[config.mk]
export PLATFORM = sky130hd
export DESIGN_NAME = bsc_reset_pulse_gen
export DESIGN_NICKNAME = d
export VERILOG_FILES = /design/src/rtl/bsc_reset_pulse_gen_pkg.sv /design/src/rtl/bsc_reset_pulse_gen.sv
export SDC_FILE = /design/constraint.sdc
export NUM_CORES = 1
export LEC_CHECK = 0
export ABC_AREA = 1
export BUFFER_PORTS_ARGS = -buffer_cell sky130_fd_sc_hd__buf_2
export CORE_AREA = 2 2 39 41
export DETAILED_ROUTE_END_ITERATION = 10
export DIE_AREA = 0 0 41 43
export MAX_ROUTING_LAYER = met4
export RECOVER_POWER = 100
export SYNTH_ARGS = -nofsm -noshare
export SYNTH_HDL_FRONTEND = slang
export SYNTH_SLANG_ARGS = --single-unit
[constraint.sdc]
create_clock -name clk -period 2.2 [get_ports clk]
set_clock_uncertainty 0.05 [all_clocks]
set_input_delay 0.22 -clock clk [delete_from_list [all_inputs] [get_ports clk]]
set_output_delay 0.22 -clock clk [all_outputs]
set_load 0.01 [all_outputs]
[src/rtl/bsc_reset_pulse_gen_pkg.sv]
// Shared types and helpers for the reset pulse generator.
// The holdoff state is only reachable with BSC_RESET_PULSE_GEN_HOLDOFF_EN.
`ifndef BSC_RESET_PULSE_GEN_PKG_SV
`define BSC_RESET_PULSE_GEN_PKG_SV
package bsc_reset_pulse_gen_pkg;

  localparam logic [1:0] ENC_ASSERT  = 2'd0;
  localparam logic [1:0] ENC_HOLDOFF = 2'd1;
  localparam logic [1:0] ENC_IDLE    = 2'd2;

  typedef enum logic [1:0] {
    ST_ASSERT  = ENC_ASSERT,
    ST_HOLDOFF = ENC_HOLDOFF,
    ST_IDLE    = ENC_IDLE
  } state_t;

  function automatic int cnt_width(
    input int a,
    input int h
  );
    int m;
    m = (a > h) ? a : h;
    return $clog2(m + 1);
  endfunction

endpackage
`endif

[src/rtl/bsc_reset_pulse_gen.sv]
// Downstream reset pulse generator: fixed-length active-low pulse per event.
// Define BSC_RESET_PULSE_GEN_HOLDOFF_EN to refuse requests after release.
`ifndef BSC_RESET_PULSE_GEN_SV
`define BSC_RESET_PULSE_GEN_SV
module bsc_reset_pulse_gen
  import bsc_reset_pulse_gen_pkg::*;
#(
  parameter int ASSERT_CYCLES  = 4,
  parameter int HOLDOFF_CYCLES = 2
) (
  input  logic clk,
  input  logic reset,
  input  logic req_valid,
  output logic req_ready,
  output logic resetn_out,
  output logic in_reset,
  output logic done_pulse
);

  localparam int CW = cnt_width(ASSERT_CYCLES, HOLDOFF_CYCLES);
  localparam logic [CW-1:0] A_LOAD = CW'(ASSERT_CYCLES - 1);
`ifdef BSC_RESET_PULSE_GEN_HOLDOFF_EN
  localparam logic [CW-1:0] H_LOAD = CW'(HOLDOFF_CYCLES - 1);
`endif

  state_t        state;
  logic [CW-1:0] cnt;

  // All outputs are registered alongside the state they describe.
  always_ff @(posedge clk) begin
    if (reset) begin
      state      <= ST_ASSERT;
      cnt        <= A_LOAD;
      resetn_out <= 1'b0;
      in_reset   <= 1'b1;
      req_ready  <= 1'b0;
      done_pulse <= 1'b0;
    end else begin
      done_pulse <= 1'b0;
      unique case (state)
        ST_ASSERT: begin
          if (cnt == '0) begin
            resetn_out <= 1'b1;
            in_reset   <= 1'b0;
            done_pulse <= 1'b1;
`ifdef BSC_RESET_PULSE_GEN_HOLDOFF_EN
            state      <= ST_HOLDOFF;
            cnt        <= H_LOAD;
            req_ready  <= 1'b0;
`else
            state      <= ST_IDLE;
            req_ready  <= 1'b1;
`endif
          end else begin
            cnt <= cnt - 1'b1;
          end
        end
        ST_HOLDOFF: begin
          if (cnt == '0) begin
            state     <= ST_IDLE;
            req_ready <= 1'b1;
          end else begin
            cnt <= cnt - 1'b1;
          end
        end
        ST_IDLE: begin
          if (req_valid) begin
            state      <= ST_ASSERT;
            cnt        <= A_LOAD;
            resetn_out <= 1'b0;
            in_reset   <= 1'b1;
            req_ready  <= 1'b0;
          end
        end
        default: begin
          state      <= ST_ASSERT;
          cnt        <= A_LOAD;
          resetn_out <= 1'b0;
          in_reset   <= 1'b1;
          req_ready  <= 1'b0;
        end
      endcase
    end
  end

endmodule
`endif

# Word level (Yosys, flattened, before mapping)
# Index checks and enable logic that the tools add are counted.
dict set report word_totals {
  wordCells 36
  ff_bits 9
  out_inout_bits 4
  input_bits 3
}
dict set report op_classes {
  mux 14
  bitwise 2
  n_reduce_logical 7
  addsub 1
  n_eq_ne 6
}
# cell count
set ops {}
lappend ops {{3-bit 2-to-1 mux} 2}
lappend ops {{2-bit != test (second input constant)} 3}
lappend ops {{1-bit case mux with 3 select lines} 2}
lappend ops {{3-bit case mux with 2 select lines} 1}
lappend ops {{1-bit 2-to-1 mux} 5}
lappend ops {{2-bit 2-to-1 mux} 2}
lappend ops {{2-bit case mux with 2 select lines} 1}
lappend ops {{2-bit AND reduction} 2}
lappend ops {{2-bit OR reduction} 2}
lappend ops {{3-bit zero test} 1}
lappend ops {{3-bit AND reduction} 1}
lappend ops {{3-bit by 1-bit subtractor with 3-bit output (second input constant)} 1}
lappend ops {{2-bit by 1-bit == test with 1-bit output (second input constant)} 1}
lappend ops {{2-bit == test (second input constant)} 1}
lappend ops {{2-bit zero test} 1}
lappend ops {{2-bit by 1-bit != test with 1-bit output (second input constant)} 1}
lappend ops {{1-bit inverter} 2}
lappend ops {{1-bit case mux with 2 select lines} 1}

# Longest topological paths before layout
dict set report logic_depth {
  ltp_word 4
  ltp_mapped 7
  mapped_depth_nobuf 7
}

# Worst setup path before layout
# No wires, ideal clock.
dict set report synth_timing {
  path_type {reg-to-reg}
  start {register cnt[0]}
  end {register cnt[1]}
  path_stages_with_launch 7
  arrival_ns 0.882
  path_slack_ns 1.142
  n_path_buf 0
  period_less_slack_ns 1.058
  setup_ns 0.126
  t_required_ns 2.024
  path_cell_list {dfxtp_1 -> inv_1 -> ha_1 -> nand2_2 -> nand2_1 -> nand3_1 -> o211ai_1}
}
dict set report synth_between {
  elab_chain_len 3
  word_cells_on_any_way 6
  classes_between {add/sub: 1; eq/ne: 1; mux: 2; reduce/logical: 2}
}
# item line
set synth_lines {}
lappend synth_lines {{start: declaration} bsc_reset_pulse_gen.sv:27} ;# logic [CW-1:0] cnt;
lappend synth_lines {{start signal: assignment} bsc_reset_pulse_gen.sv:55} ;# cnt <= cnt - 1'b1;
lappend synth_lines {{start signal: assignment} bsc_reset_pulse_gen.sv:63} ;# cnt <= cnt - 1'b1;
lappend synth_lines {{3-bit by 1-bit subtractor with 3-bit output / 3-bit zero test (equally long branches)} --}
lappend synth_lines {{3-bit 2-to-1 mux / 2-bit != test (equally long branches)} --}
lappend synth_lines {{3-bit case mux with 2 select lines / 2-bit AND reduction (equally long branches)} --}
# Parallel ways exist; a longest one is shown, timed or not. The select of a mux whose other input is x is not followed.
# A chain may end at the register's enable or synchronous reset.

# Final worst setup path
dict set report layout_timing {
  start {register cnt[0]}
  end {register cnt[0]}
}
# The elaborated chain is that of the path after synthesis.

==> metrics.txt <==
setup TNS=0 ps; number of post-CTS setup repair buffers=0; Core Area=1384 sq um; Synth Area per Inst=7.681 sq um; wire per inst=8.850 microns; worst setup margin=941.5 ps; First-pass DRT Iterations=3; TritonCTS clock tree=yes; Starting Density=0.1998; Finished Layout Cells=60; most frequent cells in the layout=nand2_1 (7), dfxtp_1 (6), inv_1 (5), nor2_1 (5), clkbuf_1 (4); setup violators final=0; crit-path leading delay family=compound AO/OA/AOI/OAI gates; Critical Path AT=1370 ps; syn nets=41; type of element capturing the critical path=flop; post-detail-place hpwl=410.9 microns; Min Hold Slack=119.1 ps; R2R Path Start=cnt[0]; max_cap viols=0; Worst path depth=5; Clock Latency Late Sink=240 ps; reg2reg path depth=5; global-route wire length before repair=800 microns; reg2reg end=cnt[0]; TritonCTS buffer count=3; Seq/Total Area, Yosys=0.4344; Lkg Pwr=0.1627 nW; Die Width=41 microns; Inst Count DP=57; IO buf count=6; synth top area cells=dfxtp_1 (43%), ha_1 (9.0%), nand2_1 (8.1%), inv_1 (6.8%), nor2_1 (6.8%); # fillers=163; share of cells above drive strength 1=0.1818; pin count of the biggest net entering global routing=8; Post-CTS Hold Fix Bufs=0; routability cong.=0.6340; DR DRC count=0; Clock transition at path regs=40 ps; H-tree levels=1; Max Slew Vio Count=0; aggregate global-route resource usage=0.07922; PostCTS Resize Cnt=0; initial antenna violation count=0; die area=1763 sq um; DR vias=243; Syn Inst Count=36; critical path's slowest cell=dfxtp_1; CTS root buf=clkbuf_4; Die Y=43 microns; WP buf/inv=1; crit path max fanout=3; Syn. warnings=0; final wirelength=531 microns; antenna diode count=0; drt via density=4.050; io pins=7; post-synth cell types=14; RSZ-0062 raised after global routing=false; worst stage delay on the critical path=340 ps; clock sink count=6; Clock Path Buffers=2; crit start category=flop; initial drt markers=5; Layout area overhead=19.46%; Antenna Nets Post-Route=0; remaining global-route overflow=0; commonest non-fill, non-tap cell in the layout=nand2_1; PwrDens=1153 nW/um^2; Setup crit start=cnt[0]; outcome=completed; worst path cell trace=inv_1 -> ha_1 -> a21oi_1 -> nor2_1 -> o21ai_0; Period minus WS final=1259 ps; Max rail drop VDD=0.2066 mV; kind of critical path=flop to flop; fmax=0.7946 GHz; row count=14; Worst Hold Class=input pin to flop; synthesized area=276.5 sq um; Final nets=51; synthesized flop and latch total=6; flop2flop setup slack=940 ps; Worst Setup EP=cnt[0]; post-synth top area share=0.4344; final worst-path cycle share=0.5720; Synth area leader=dfxtp_1; Fin. Hold Viols=0; Worst slew margin=0.8206; Post-DP Area=319.1 sq um; critical path required time=2310 ps; worst slack, placed=1013 ps; fin area=330.3 sq um; worst slew pin tran=269.2 ps; number of global-route vias before repair=210
## through the flow
stage	total power, mW	util
CTS	0.4007	0.2468
detailed placement	0.2950	0.2306
finish	0.3809	0.2387
global placement	0.2872	0.2306
floorplan	0.2620	-
global route	0.4171	0.2387
## routing by layer
layer / vias to the layer above / global-route usage / wire length (microns)
met5: - / - / 0
met4: 0 / 0.06000 / 0
met3: 0 / 0.07853 / 50
met2: 8 / 0.09375 / 216
met1: 105 / 0.07395 / 263
li1: 130 / - / -
## cell usage after synthesis
| cell | count |
|---|---|
| nor2_1 | 5 |
| o211ai_1 | 1 |
| o21ai_1 | 1 |
| nand3_1 | 2 |
| o21ai_0 | 1 |
| nand2_1 | 6 |
| nor3_1 | 1 |
| inv_1 | 5 |
| nand2_2 | 1 |
| buf_4 | 1 |
| inv_2 | 2 |
| dfxtp_1 | 6 |
| ha_1 | 2 |
| a21oi_2 | 2 |
## worst reg2reg max path: stages, from the launching register on
cell	delay, ps
dfxtp_1	340
inv_1	80
ha_1	220
a21oi_1	270
nor2_1	60
o21ai_0	160
## power by group
| group | switching (mW) | total (mW) | internal (mW) | leakage, nW |
|---|---|---|---|---|
| sequential | 0.0216 | 0.161 | 0.139 | 0.0492 |
| clock | 0.0393 | 0.101 | 0.0617 | 0.0138 |
| combinational | 0.0730 | 0.119 | 0.0460 | 0.0997 |
| total | 0.134 | 0.381 | 0.247 | 0.163 |
## layout make-up
| class | instances | area [sq um] | area share |
|---|---|---|---|
| clock buffer | 3 | 22.52 | 0.06818 |
| multi-input combinational | 22 | 116.4 | 0.3523 |
| inverter | 7 | 26.28 | 0.07955 |
| tap | 16 | 20.02 | 0.06061 |
| timing repair buffer | 6 | 25.02 | 0.07576 |
| sequential | 6 | 120.1 | 0.3636 |
## worst min-delay path by stage
| stage | slack (ps) | cells past startpoint | start | endpoint |
|---|---|---|---|---|
| 3_3_place_gp | 370 | 2 | reset | cnt[2] |
| 3_5_place_dp | 370 | 2 | reset | cnt[2] |
| 2_1_floorplan | 230 | 1 | reset | cnt[2] |
| 6_report | 120 | 2 | reset | cnt[2] |
| 4_1_cts | 110 | 2 | reset | cnt[2] |
| 5_1_grt | 120 | 2 | reset | cnt[2] |
## flip-flops by register name (all words and copies together), names as in the netlist
signal and count:
cnt 3, done_pulse 1, in_reset 1, req_ready 1
## kinds of logic (layout without fill, tap and decap cells)
group / count (synthesis) / count (layout) / share of synthesized area
buf+inv: 8 / 16 / 0.1222
flops: 6 / 6 / 0.4344
fa+ha+maj: 2 / 2 / 0.09048
simple gates: 15 / 15 / 0.2262
compound gates: 5 / 5 / 0.1267
Note: power is estimated with default switching activity, not from simulation.
